===== config.mk =====
export PLATFORM = sky130hd
export DESIGN_NAME = multi_clock_divider_flat
export DESIGN_NICKNAME = d
export VERILOG_FILES = /design/src/rtl/clkdiv_pkg.sv /design/src/rtl/multi_clock_divider_if.sv /design/src/rtl/clkdiv_channel.sv /design/src/rtl/multi_clock_divider.sv /design/src/flat_wrapper.sv
export SDC_FILE = /design/constraint.sdc
export NUM_CORES = 1
export LEC_CHECK = 0
export CORE_AREA = 2 2 190 192
export CTS_CLUSTER_DIAMETER = 50
export DETAILED_ROUTE_END_ITERATION = 8
export DIE_AREA = 0 0 192 194
export GPL_TIMING_DRIVEN = 0
export HOLD_SLACK_MARGIN = 0.12
export PLACE_DENSITY = 0.81
export SYNTH_ARGS = -nofsm -noshare
export SYNTH_HDL_FRONTEND = slang
export SYNTH_SLANG_ARGS = --single-unit

===== constraint.sdc =====
create_clock -name clk_50MHz -period 28.3 [get_ports clk_50MHz]
set_clock_uncertainty 0.1 [all_clocks]
set_input_delay 5.66 -clock clk_50MHz [delete_from_list [all_inputs] [get_ports clk_50MHz]]
set_output_delay 5.66 -clock clk_50MHz [all_outputs]
set_load 0.01 [all_outputs]

===== src/rtl/clkdiv_pkg.sv =====
// Shared types and helpers for the multi-channel clock divider.
// Half-period arithmetic lives here so tops and benches derive it the same way.
package clkdiv_pkg;

    localparam int unsigned DEFAULT_CLK_HZ = 50_000_000;
    localparam int unsigned DIV_W          = 32;

    typedef logic [DIV_W-1:0] div_t;

    function automatic div_t half_from_freq(input int unsigned clk_hz, input int unsigned freq);
        return div_t'(clk_hz / (2 * freq));
    endfunction

endpackage


===== src/rtl/multi_clock_divider_if.sv =====
// Configuration request/accept channel for multi_clock_divider.
// The requester holds valid/ch/div stable until valid && ready.
interface multi_clock_divider_if #(
    parameter int unsigned CH_W  = 2,
    parameter int unsigned CNT_W = 32
);
    logic             cfg_valid;
    logic             cfg_ready;
    logic [CH_W-1:0]  cfg_ch;
    logic [CNT_W-1:0] cfg_div;
    logic             cfg_err;

    modport master (
        output cfg_valid, cfg_ch, cfg_div,
        input  cfg_ready, cfg_err
    );

    modport slave (
        input  cfg_valid, cfg_ch, cfg_div,
        output cfg_ready, cfg_err
    );
endinterface


===== src/rtl/clkdiv_channel.sv =====
// One divided-clock channel: counter, active/next half-period, toggle and rise strobe.
// A pending half-period is only swapped in at a falling edge, on sync, or while disabled.
module clkdiv_channel #(
    parameter int unsigned      CNT_W        = 32,
    parameter logic [CNT_W-1:0] DEFAULT_HALF = CNT_W'(520)
) (
    input  logic             clk_50MHz,
    input  logic             rst,
    input  logic             i_en,
    input  logic             i_sync,
    input  logic             i_wr,
    input  logic [CNT_W-1:0] i_wr_div,
    output logic             o_pending,
    output logic             o_clk,
    output logic             o_tick
);

    logic [CNT_W-1:0] r_cnt;
    logic [CNT_W-1:0] r_half;
    logic [CNT_W-1:0] r_next_half;
    logic             r_pending;
    logic             r_clk;
    logic             r_tick;
    logic             w_wrap;

    assign w_wrap = (r_cnt == (r_half - CNT_W'(1)));

    always_ff @(posedge clk_50MHz or posedge rst) begin
        if (rst) begin
            r_cnt       <= '0;
            r_half      <= DEFAULT_HALF;
            r_next_half <= DEFAULT_HALF;
            r_pending   <= 1'b0;
            r_clk       <= 1'b0;
            r_tick      <= 1'b0;
        end else begin
            if (!i_en || i_sync) begin
                r_cnt  <= '0;
                r_clk  <= 1'b0;
                r_tick <= 1'b0;
                if (r_pending) begin
                    r_half    <= r_next_half;
                    r_pending <= 1'b0;
                end
            end else if (w_wrap) begin
                r_cnt  <= '0;
                r_clk  <= ~r_clk;
                r_tick <= ~r_clk;
                if (r_clk && r_pending) begin
                    r_half    <= r_next_half;
                    r_pending <= 1'b0;
                end
            end else begin
                r_cnt  <= r_cnt + CNT_W'(1);
                r_tick <= 1'b0;
            end
            // A write is only accepted while nothing is pending, so it never races an apply
            if (i_wr) begin
                r_next_half <= i_wr_div;
                r_pending   <= 1'b1;
            end
        end
    end

    assign o_pending = r_pending;
    assign o_clk     = r_clk;
    assign o_tick    = r_tick;

endmodule


===== src/rtl/multi_clock_divider.sv =====
// NUM_CH independent programmable clock dividers off clk_50MHz with rise strobes.
// The top only decodes configuration requests and muxes per-channel readiness.
module multi_clock_divider
    import clkdiv_pkg::*;
#(
    parameter int unsigned CLK_HZ       = DEFAULT_CLK_HZ,
    parameter int unsigned DEFAULT_FREQ = 48_000,
    parameter int unsigned NUM_CH       = 4,
    parameter int unsigned CNT_W        = 32,
    parameter int unsigned CH_W         = (NUM_CH > 1) ? $clog2(NUM_CH) : 1
) (
    input  logic                 clk_50MHz,
    input  logic                 rst,
    input  logic [NUM_CH-1:0]    ch_en,
    input  logic                 sync_restart,
    multi_clock_divider_if.slave cfg,
    output logic [NUM_CH-1:0]    clk_out,
    output logic [NUM_CH-1:0]    tick
);

    localparam logic [CNT_W-1:0] DEFAULT_HALF = CNT_W'(half_from_freq(CLK_HZ, DEFAULT_FREQ));
    localparam logic [CH_W:0]    LP_NUM_CH    = (CH_W + 1)'(NUM_CH);

    logic [NUM_CH-1:0] w_pending;
    logic [NUM_CH-1:0] w_wr;
    logic              w_ch_ok;
    logic              w_div_ok;
    logic              w_legal;
    logic              w_pend_sel;
    logic              w_xfer;
    logic              r_err;

    assign w_ch_ok  = ({1'b0, cfg.cfg_ch} < LP_NUM_CH);
    assign w_div_ok = (cfg.cfg_div != '0);
    assign w_legal  = w_ch_ok && w_div_ok;

    always_comb begin
        w_pend_sel = 1'b0;
        for (int unsigned i = 0; i < NUM_CH; i++) begin
            if (cfg.cfg_ch == CH_W'(i)) begin
                w_pend_sel = w_pending[i];
            end
        end
    end

    // Illegal requests are always accepted so the requester never stalls on them
    assign cfg.cfg_ready = !w_legal || !w_pend_sel;
    assign w_xfer        = cfg.cfg_valid && cfg.cfg_ready;

    always_comb begin
        w_wr = '0;
        for (int unsigned i = 0; i < NUM_CH; i++) begin
            w_wr[i] = w_xfer && w_legal && (cfg.cfg_ch == CH_W'(i));
        end
    end

    always_ff @(posedge clk_50MHz or posedge rst) begin
        if (rst) begin
            r_err <= 1'b0;
        end else begin
            r_err <= w_xfer && !w_legal;
        end
    end

    assign cfg.cfg_err = r_err;

    for (genvar g = 0; g < NUM_CH; g++) begin : g_ch
        clkdiv_channel #(
            .CNT_W        (CNT_W),
            .DEFAULT_HALF (DEFAULT_HALF)
        ) u_ch (
            .clk_50MHz (clk_50MHz),
            .rst       (rst),
            .i_en      (ch_en[g]),
            .i_sync    (sync_restart),
            .i_wr      (w_wr[g]),
            .i_wr_div  (cfg.cfg_div),
            .o_pending (w_pending[g]),
            .o_clk     (clk_out[g]),
            .o_tick    (tick[g])
        );
    end

endmodule


===== src/flat_wrapper.sv =====
// flat-port wrapper written by rule: the top's interface ports become plain ports
module multi_clock_divider_flat import clkdiv_pkg::*;
#(
    parameter int unsigned CLK_HZ       = DEFAULT_CLK_HZ,
    parameter int unsigned DEFAULT_FREQ = 48_000,
    parameter int unsigned NUM_CH       = 4,
    parameter int unsigned CNT_W        = 32,
    parameter int unsigned CH_W         = (NUM_CH > 1) ? $clog2(NUM_CH) : 1
)
  (clk_50MHz, rst, ch_en, sync_restart, clk_out, tick, cfg_cfg_valid, cfg_cfg_ch, cfg_cfg_div, cfg_cfg_ready, cfg_cfg_err);
  multi_clock_divider_if #(.CH_W(CH_W), .CNT_W(CNT_W)) cfg_i ();
  input  logic clk_50MHz;
  input  logic rst;
  input  logic [NUM_CH-1:0] ch_en;
  input  logic sync_restart;
  output logic [NUM_CH-1:0] clk_out;
  output logic [NUM_CH-1:0] tick;
  input wire logic [$bits(cfg_i.cfg_valid)-1:0] cfg_cfg_valid;
  input wire logic [$bits(cfg_i.cfg_ch)-1:0] cfg_cfg_ch;
  input wire logic [$bits(cfg_i.cfg_div)-1:0] cfg_cfg_div;
  output wire logic [$bits(cfg_i.cfg_ready)-1:0] cfg_cfg_ready;
  output wire logic [$bits(cfg_i.cfg_err)-1:0] cfg_cfg_err;
  assign cfg_i.cfg_valid = cfg_cfg_valid;
  assign cfg_i.cfg_ch = cfg_cfg_ch;
  assign cfg_i.cfg_div = cfg_cfg_div;
  assign cfg_cfg_ready = cfg_i.cfg_ready;
  assign cfg_cfg_err = cfg_i.cfg_err;
  multi_clock_divider #(.CLK_HZ(CLK_HZ), .DEFAULT_FREQ(DEFAULT_FREQ), .NUM_CH(NUM_CH), .CNT_W(CNT_W), .CH_W(CH_W)) u_core (.clk_50MHz(clk_50MHz), .rst(rst), .ch_en(ch_en), .sync_restart(sync_restart), .cfg(cfg_i), .clk_out(clk_out), .tick(tick));
endmodule

======== Word level (Yosys, flattened, before mapping) ========
Index checks and enable logic that the tools add are counted.
cells by class
  add/sub/neg operators ................... 8
  multipliers ............................. 0
  div/mod/pow operators ................... 0
  $lt $le $gt $ge ......................... 0
  equality and inequality tests ........... 11
  shift-type cells ........................ 0
  muxes and demuxes ....................... 60
  bitwise gates (word level) .............. 4
  reductions and logical operators ........ 48
operator list
  cell                                                                  number
  32-bit two-way mux                                                    24
  32-bit by 1-bit adder with 32-bit output, second input constant       4
  32-bit == test                                                        4
  32-bit by 1-bit subtractor with 32-bit output, second input constant  4
  1-bit two-way mux                                                     36
  32-bit nonzero test                                                   1
  3-bit nonzero test                                                    8
  2-bit nonzero test                                                    8
  3-bit AND reduction                                                   4
  1-bit logical AND                                                     11
  2-bit inequality test, second input constant                          4
  2-bit AND reduction                                                   4
  1-bit logical NOT                                                     6
  1-bit logical OR                                                      5
  2-bit == test, second input constant                                  2
  1-bit inverter                                                        4
  2-bit by 1-bit == test with 1-bit output, second input constant       1
  2-bit logical NOT                                                     1
word-level totals
  flip-flop bits (word level) ............. 397
  latch bits .............................. 0
  bits in writable memories ............... 0
  ROM bits ................................ 0
  input bits .............................. 42
  word-level logic and storage cells ...... 156
  memories kept ........................... 0

======== Depth between registers and ports, before layout ========
Gate-level depths: netlist of the first run.
  depth after elaboration ................. 12
  gate-level depth with buffers ........... 14

======== Cells and area by module ========
Synthesis of the first run repeated with hierarchy kept, for this count alone.
second synthesis, totals
  cell total of the unflattened synthesis .. 2081
  area total of the unflattened synthesis .. 22072.4 um^2
modules (own cells, without submodules)
  module                                     instances  cells an instance  area each (um^2)  sequential area each (um^2)
  clkdiv_channel at u_core.g_ch[0].u_ch ...  3          517                5435.2            2482.4
  clkdiv_channel at u_core.g_ch[3].u_ch      1          505                5532.8            2482.4
  multi_clock_divider                        1          25                 234.0             25.0

======== Worst setup path before layout of the first run ========
No wires, ideal clock.
  path type ............................... input-to-output
  start ................................... input cfg_cfg_div[25]
  end ..................................... output cfg_cfg_ready
  arrival ................................. 6.348 ns
  data required time ...................... 22.540 ns
  slack ................................... 16.192 ns
  cell stages on the path ................. 3
  path buffers ............................ 0
  cell sequence ........................... nor4_1 > nand4_1 > o21ai_0
on the way
  longest elaborated chain between the ends .. 3
RTL lines
  item                 RTL line                   RTL
  start: declaration   flat_wrapper.sv:20         input wire logic [$bits(cfg_i.cfg_div)-1:0] cfg_cfg_div;
  32-bit nonzero test  multi_clock_divider.sv:34  assign w_div_ok = (cfg.cfg_div != '0);
  1-bit logical NOT    multi_clock_divider.sv:47  assign cfg.cfg_ready = !w_legal || !w_pend_sel;
  1-bit logical OR     multi_clock_divider.sv:47
  end: declaration     flat_wrapper.sv:21         output wire logic [$bits(cfg_i.cfg_ready)-1:0] cfg_cfg_ready;
No other way between the ends.

======== Worst setup path in the final report of the first run ========
  start ................................... input cfg_cfg_div[26]
  end ..................................... output cfg_cfg_ready
Same word-level chain as after synthesis.

==> results of run 1 <==
-- stage by stage --
step	power, mW	instance area [um^2]	worst slack [ns]	instances	util, %
finish	1.84	26400	14.74	3032	75.0
global route	1.92	26400	14.67	3030	75.0
CTS	1.83	26400	14.80	3029	75.0
detailed placement	1.19	24800	14.82	2946	70.3
global placement	1.16	24700	7.48	2943	70.1
floorplan	1.06	23600	11.53	2431	-
-- cell families after synthesis --
family	count (synthesis)	share of synthesized area (%)
flops	397	42.2
xor+xnor	261	9.75
buf+inv	233	4.10
fa+ha+maj	8	0.424
simple gates	985	23.1
compound gates	343	10.7
mux	204	9.74
-- path summary, 6_finish.rpt --
check                      cells after the start                                            start  slack, ns                                         endpoint
setup / recovery                               5                                  cfg_cfg_div[26]      14.74                                    cfg_cfg_ready
hold / removal                                 1  u_core.g_ch[3].u_ch.r_next_half[25]$_DFFE_PP0P_       0.40  u_core.g_ch[3].u_ch.r_next_half[25]$_DFFE_PP0P_
setup reg to reg                              11        u_core.g_ch[1].u_ch.r_half[6]$_DFFE_PP0P_      23.42       u_core.g_ch[1].u_ch.r_half[25]$_DFFE_PP0P_
hold reg to reg                                1  u_core.g_ch[3].u_ch.r_next_half[25]$_DFFE_PP0P_       0.40  u_core.g_ch[3].u_ch.r_next_half[25]$_DFFE_PP0P_
max in group asynchronous                      5                                              rst      20.74          u_core.g_ch[0].u_ch.r_cnt[28]$_DFF_PP0_
min in group asynchronous                      2                                              rst       5.41   u_core.g_ch[1].u_ch.r_next_half[5]$_DFFE_PP0P_
-- area by class of cell --
class	instances	area, um^2	area share [%]
buffer	183	781	2.96
multi-input combinational	1801	12700	48.0
timing repair buffer	54	593	2.25
inverter	50	195	0.739
sequential	397	9950	37.7
tap	461	577	2.18
antenna	3	7.51	0.0284
clock buffer	58	1260	4.76
clock inverter	25	370	1.40
-- report_power, final --
part | switching, mW | internal, mW
combinational | 0.227 | 0.194
clock | 0.253 | 0.382
sequential | 0.114 | 0.670
total | 0.594 | 1.25
-- critical path, stage by stage --
cell and delay [ns]:
clkdlybuf4s50_1 0.73, nor4_1 0.38, nand4_1 0.16, o21ai_0 0.19, clkdlybuf4s50_1 0.66
-- cells in the final DEF (no fill, tap or decap), types with 11 or more instances in the layout --
master           Yosys  routed
a311oi_1            46      46
dfrtp_1            381     381
a311o_1             21      21
nor3_1             130     130
mux2_2             194     194
and4_1              21      21
nand2_1            120     120
xor2_1             129     129
o211ai_1            51      51
nand2b_1            17      17
and3_1             148     148
and2_1              11      11
a31oi_1             41      41
dfstp_2             16      16
inv_1               49      48
o21ai_0             48      48
clkbuf_16            0      46
clkbuf_1           141     147
o31ai_1             13      13
buf_4               12      12
or4_1               24      24
nor2_1             143     143
or3_1               17      17
nor2b_1             63      63
a211oi_1            29      29
buf_2               20      20
nand4_1             45      45
clkdlybuf4s50_1      0      51
nand3_1            124     124
a21oi_1             24      24
xnor2_1            131     131
nor4_1              54      54
-- synthesized netlist by cell type, types with 24 or more instances --
| master | instances |
|---|---|
| a211oi_1 | 29 |
| a21oi_1 | 24 |
| a311oi_1 | 46 |
| a31oi_1 | 41 |
| and3_1 | 148 |
| clkbuf_1 | 141 |
| dfrtp_1 | 381 |
| inv_1 | 49 |
| mux2_2 | 194 |
| nand2_1 | 120 |
| nand3_1 | 124 |
| nand4_1 | 45 |
| nor2_1 | 143 |
| nor2b_1 | 63 |
| nor3_1 | 130 |
| nor4_1 | 54 |
| o211ai_1 | 51 |
| o21ai_0 | 48 |
| or4_1 | 24 |
| xnor2_1 | 131 |
| xor2_1 | 129 |
-- per-layer routing --
| metal | share of wire [%] | wire [um] | global-route usage (%) |
|---|---|---|---|
| met1 | 42 | 27000 | 48.7 |
| met2 | 47 | 30400 | 56.5 |
| met3 | 7.9 | 5150 | 5.48 |
| met4 | 3.6 | 2370 | 13.4 |
| met5 | 0.043 | 28 | 0 |
-- sequential cells by signal, summed over array words and instances (netlist names) --
name,cells
u_core.g_ch.u_ch.r_half,128
u_core.g_ch.u_ch.o_pending,4
u_core.g_ch.u_ch.r_cnt,128
u_core.cfg.cfg_err,1
u_core.g_ch.u_ch.o_tick,4
u_core.g_ch.u_ch.r_next_half,128
u_core.g_ch.u_ch.o_clk,4
==> flow_summary.json, run 1 <==
{
  "clkTransAtPathRegs_ns": 0.06,
  "cts-hold-fix-buffers": 0,
  "setup_viol": 0,
  "p_per_area_mw_per_mm2": 69.7,
  "yosys.area.top_type": "dfrtp_1",
  "start_util_pct": 67.0,
  "ioPinCount": 52,
  "hpwl_um": 45000,
  "p_leak_nw": 10.4,
  "grt_pass1_vias": 20000,
  "wl_um": 65000,
  "port_buffers": 51,
  "synthArstFlopShare_pct": 100,
  "num-nets-final": 2582,
  "ys_seq_area_share_pct": 42.2,
  "post-route-period-util_pct": 47.9,
  "yosys-top-cells-area": "dfrtp_1 (40%), mux2_2 (9.3%), xnor2_1 (4.9%), xor2_1 (4.8%), and3_1 (3.9%)",
  "grt_util_all_layers_pct": 35.3,
  "avgSynthCellArea_um2": 9.71,
  "ys_seq_elements": 397,
  "cts_tree": "built",
  "core_mm2": 0.0352,
  "synth_edf_count": 0,
  "timing.final.hold_violations": 0,
  "rows": 69,
  "max-cap-violations": 0,
  "syn-num-nets": 2481,
  "wl_per_cell_um": 21.4,
  "clock-root-buffer": "clkbuf_16",
  "status": "finished, final reports clean",
  "overflow": 0,
  "clk_latency_ns": 0.59,
  "crit_required_ns": 22.54,
  "crit_type": "in -> out",
  "via_per_inst": 6.69,
  "clock.fmax_mhz": 73.8,
  "min_path_type": "reg -> reg",
  "die_h_um": 194,
  "cp.arrival_ns": 7.80,
  "peakVddDrop_v": 0.0000663,
  "whs_ns": 0.403,
  "final_max_slew_viol_count": 0,
  "ant_nets": 0,
  "dieArea_mm2": 0.0372,
  "gp_congestion": 0.917,
  "grt_pass1_wl_um": 105000,
  "area_delta_synth_final_pct": 11.9,
  "cts_buffer_depth": 3,
  "grt_max_degree": 130,
  "vias": 20300,
  "clock_sinks": 397,
  "ys.flop_type": "dfrtp_1",
  "worst_pin_slew_ns": 1.38,
  "die_w_um": 192,
  "synth_top_cell_area_share_pct": 40.4,
  "synth.distinct_cells": 84,
  "synth_cells": 2431,
  "post_cts_buffers": 0,
  "n_fill_cell": 2475,
  "antenna_found_initial": 5,
  "finalCriticalPeriod_ns": 13.56,
  "cts_resized": 0,
  "drive_gt1_share_pct": 13.8,
  "crit_path_start_kind": "primary input",
  "crit_path_max_fanout": 5,
  "setup_tns_ns": 0,
  "rsz0062_at_grt": "false",
  "critPathCaptureType": "primary output",
  "drt-initial-drc-count": 1717,
  "cts_htree_levels": 2,
  "dr.pass1.iters": 6,
  "syn_area_mm2": 0.0236,
  "drc": 0,
  "cts_made_buffers": 45,
  "maxSlewHeadroom_pct": 6.91,
  "synth_warnings": 0
}
No activity file was read; power rests on OpenSTA's default activity.
==> run 2: changes to the inputs <==
Settings changed: CORE_AREA 2 2 190 192 to 2 2 197 199, DIE_AREA 0 0 192 194 to 0 0 199 201, PLACE_DENSITY 0.81 to 0.76.
Clock period 28.3 ns to 12.85 ns, I/O delays scaled along.
==> run 2 against run 1 <==
Register-to-register slack worse by 15 ns. Via count down 0.59%. Combinational power up 120%. Largest power group unchanged. Wire length down 1.7%. Largest cell class unchanged. Worst hold slack worse by 0.015 ns.
==> flow_summary.json, run 2 (synthesized netlist as in run 1, its figures left out) <==
{
  "gp_congestion": 0.904,
  "grt_max_degree": 45,
  "crit_path_max_fanout": 5,
  "setup_viol": 0,
  "via_per_inst": 6.50,
  "die_w_um": 199,
  "path_cells": "clkdlybuf4s50_1 > nor4_1 > nand4_1 > o21ai_0 > clkdlybuf4s50_1",
  "setup_tns_ns": 0,
  "crit_path_start_kind": "primary input",
  "p_per_area_mw_per_mm2": 149,
  "cts-hold-fix-buffers": 0,
  "port_buffers": 51,
  "ant_nets": 0,
  "status": "finished, final reports clean",
  "cts_resized": 0,
  "cpMostUsedCell": "clkdlybuf4s50_1",
  "rows": 72,
  "num-nets-final": 2593,
  "grt_pass1_vias": 19500,
  "finalCriticalPeriod_ns": 7.68,
  "reg_top3": "u_core.g_ch.u_ch.r_cnt (128), u_core.g_ch.u_ch.r_half (128), u_core.g_ch.u_ch.r_next_half (128)",
  "dr.pass1.iters": 8,
  "cts_htree_levels": 2,
  "core_mm2": 0.0381,
  "wl_um": 63900,
  "r2r_slack_ns": 7.93,
  "overflow": 0,
  "layout_common_cells": "dfrtp_1 (381), mux2_2 (194), clkbuf_1 (151)",
  "area_delta_synth_final_pct": 12.4,
  "vias": 20200,
  "cts_buffer_depth": 3,
  "dp.cells": 3010,
  "max_stage_delay_ns": 0.73,
  "drc": 0,
  "hpwl_um": 45500,
  "ioPinCount": 52,
  "post_cts_buffers": 0,
  "post-route-period-util_pct": 59.8,
  "die_h_um": 201,
  "dieArea_mm2": 0.0400,
  "critPathCaptureType": "primary output",
  "peakVddDrop_v": 0.000116,
  "final_common_cell": "dfrtp_1",
  "worst_pin_slew_ns": 1.25,
  "crit_required_ns": 10.18,
  "min_path_type": "reg -> reg",
  "drive_gt1_share_pct": 14.1,
  "grt_pass1_wl_um": 103000,
  "clock_sinks": 397,
  "p_total_mw": 3.96,
  "grt_util_all_layers_pct": 32.3,
  "critPathBufInv": 2,
  "crit_type": "in -> out",
  "max-cap-violations": 0,
  "critPathTopFamily": "buffers and inverters",
  "cp.arrival_ns": 5.01,
  "drt-initial-drc-count": 1864,
  "antenna_found_initial": 4,
  "final_max_slew_viol_count": 0,
  "cts_tree": "built",
  "final_cells": 3101,
  "wl_per_cell_um": 20.6,
  "rsz0062_at_grt": "false",
  "clkTransAtPathRegs_ns": 0.06,
  "slowest_stage": "clkdlybuf4s50_1",
  "clock-root-buffer": "clkbuf_16",
  "p_leak_nw": 10.5,
  "maxSlewHeadroom_pct": 15.9,
  "clk_latency_ns": 0.60,
  "cts_made_buffers": 48,
  "clock.fmax_mhz": 130,
  "start_util_pct": 61.9,
  "timing.final.hold_violations": 0
}
==> run 2: cell count changes in the layout (fill, tap and decap cells not counted), moves of 3 or more <==
cell       change
clkinv_4       +3
clkbuf_1       +4
bufinv_16      -6
buf_12         +9
==> run 2: area by class of cell <==
cell class / instances / area (um^2)
multi-input combinational: 1801 / 12700
fill: 2830 / 11600
sequential: 397 / 9950
clock buffer: 66 / 1350
buffer: 183 / 781
timing repair buffer: 62 / 723
tap: 518 / 648
clock inverter: 23 / 199
inverter: 50 / 191
antenna: 1 / 2.50
==> run 2: power breakdown <==
part           total (mW)  internal (mW)  leakage [nW]  switching [mW]
combinational       0.915          0.431          4.85           0.484
sequential           1.72           1.48          4.87           0.243
clock                1.33          0.764         0.764           0.562
total                3.96           2.67          10.5            1.29
==> run 2: layer usage <==
metal  track usage (%)  vias up  share of wire [%]
met4              12.0        4                3.6
met2              51.5      880                 46
met3              4.18      171                7.1
met1              45.4     9938                 43
li1                  -     9170                  -
met5                 0        -              0.038
==> run 2: path summary, 6_finish.rpt <==
path                                                                  from                                         end  cells past startpoint
setup / recovery                                           cfg_cfg_div[27]                               cfg_cfg_ready                      5
hold / removal             u_core.g_ch[3].u_ch.r_next_half[21]$_DFFE_PP0P_  u_core.g_ch[3].u_ch.r_half[21]$_DFFE_PP0P_                      1
setup reg to reg                 u_core.g_ch[1].u_ch.r_half[6]$_DFFE_PP0P_  u_core.g_ch[1].u_ch.r_half[21]$_DFFE_PP0P_                     11
hold reg to reg            u_core.g_ch[3].u_ch.r_next_half[21]$_DFFE_PP0P_  u_core.g_ch[3].u_ch.r_half[21]$_DFFE_PP0P_                      1
max in group asynchronous                                              rst   u_core.g_ch[2].u_ch.r_half[9]$_DFFE_PP1P_                      5
min in group asynchronous                                              rst      u_core.g_ch[3].u_ch.r_cnt[3]$_DFF_PP0_                      2
==> run 2: worst register-to-register path, stage by stage, from the launching register on <==
cell	delay (ns)
dfrtp_1	0.36
buf_2	0.18
nor4_1	1.06
and4_1	0.40
buf_2	0.23
nand3_1	0.12
xnor2_1	0.21
nor4_1	0.46
nand4_1	0.21
nor2_1	0.67
clkbuf_1	0.57
o211ai_1	0.21
==> run 2: metrics by stage <==
stage	util (%)	hold WS, ns	cell area (um^2)	worst slack (ns)
after floorplan	-	0.352	23600	4.85
after global placement	65.0	0.364	24800	2.40
after detailed placement	65.5	0.383	25000	5.31
after CTS	69.6	0.400	26500	5.29
after global routing	69.6	0.418	26500	5.19
final	69.6	0.388	26500	5.17
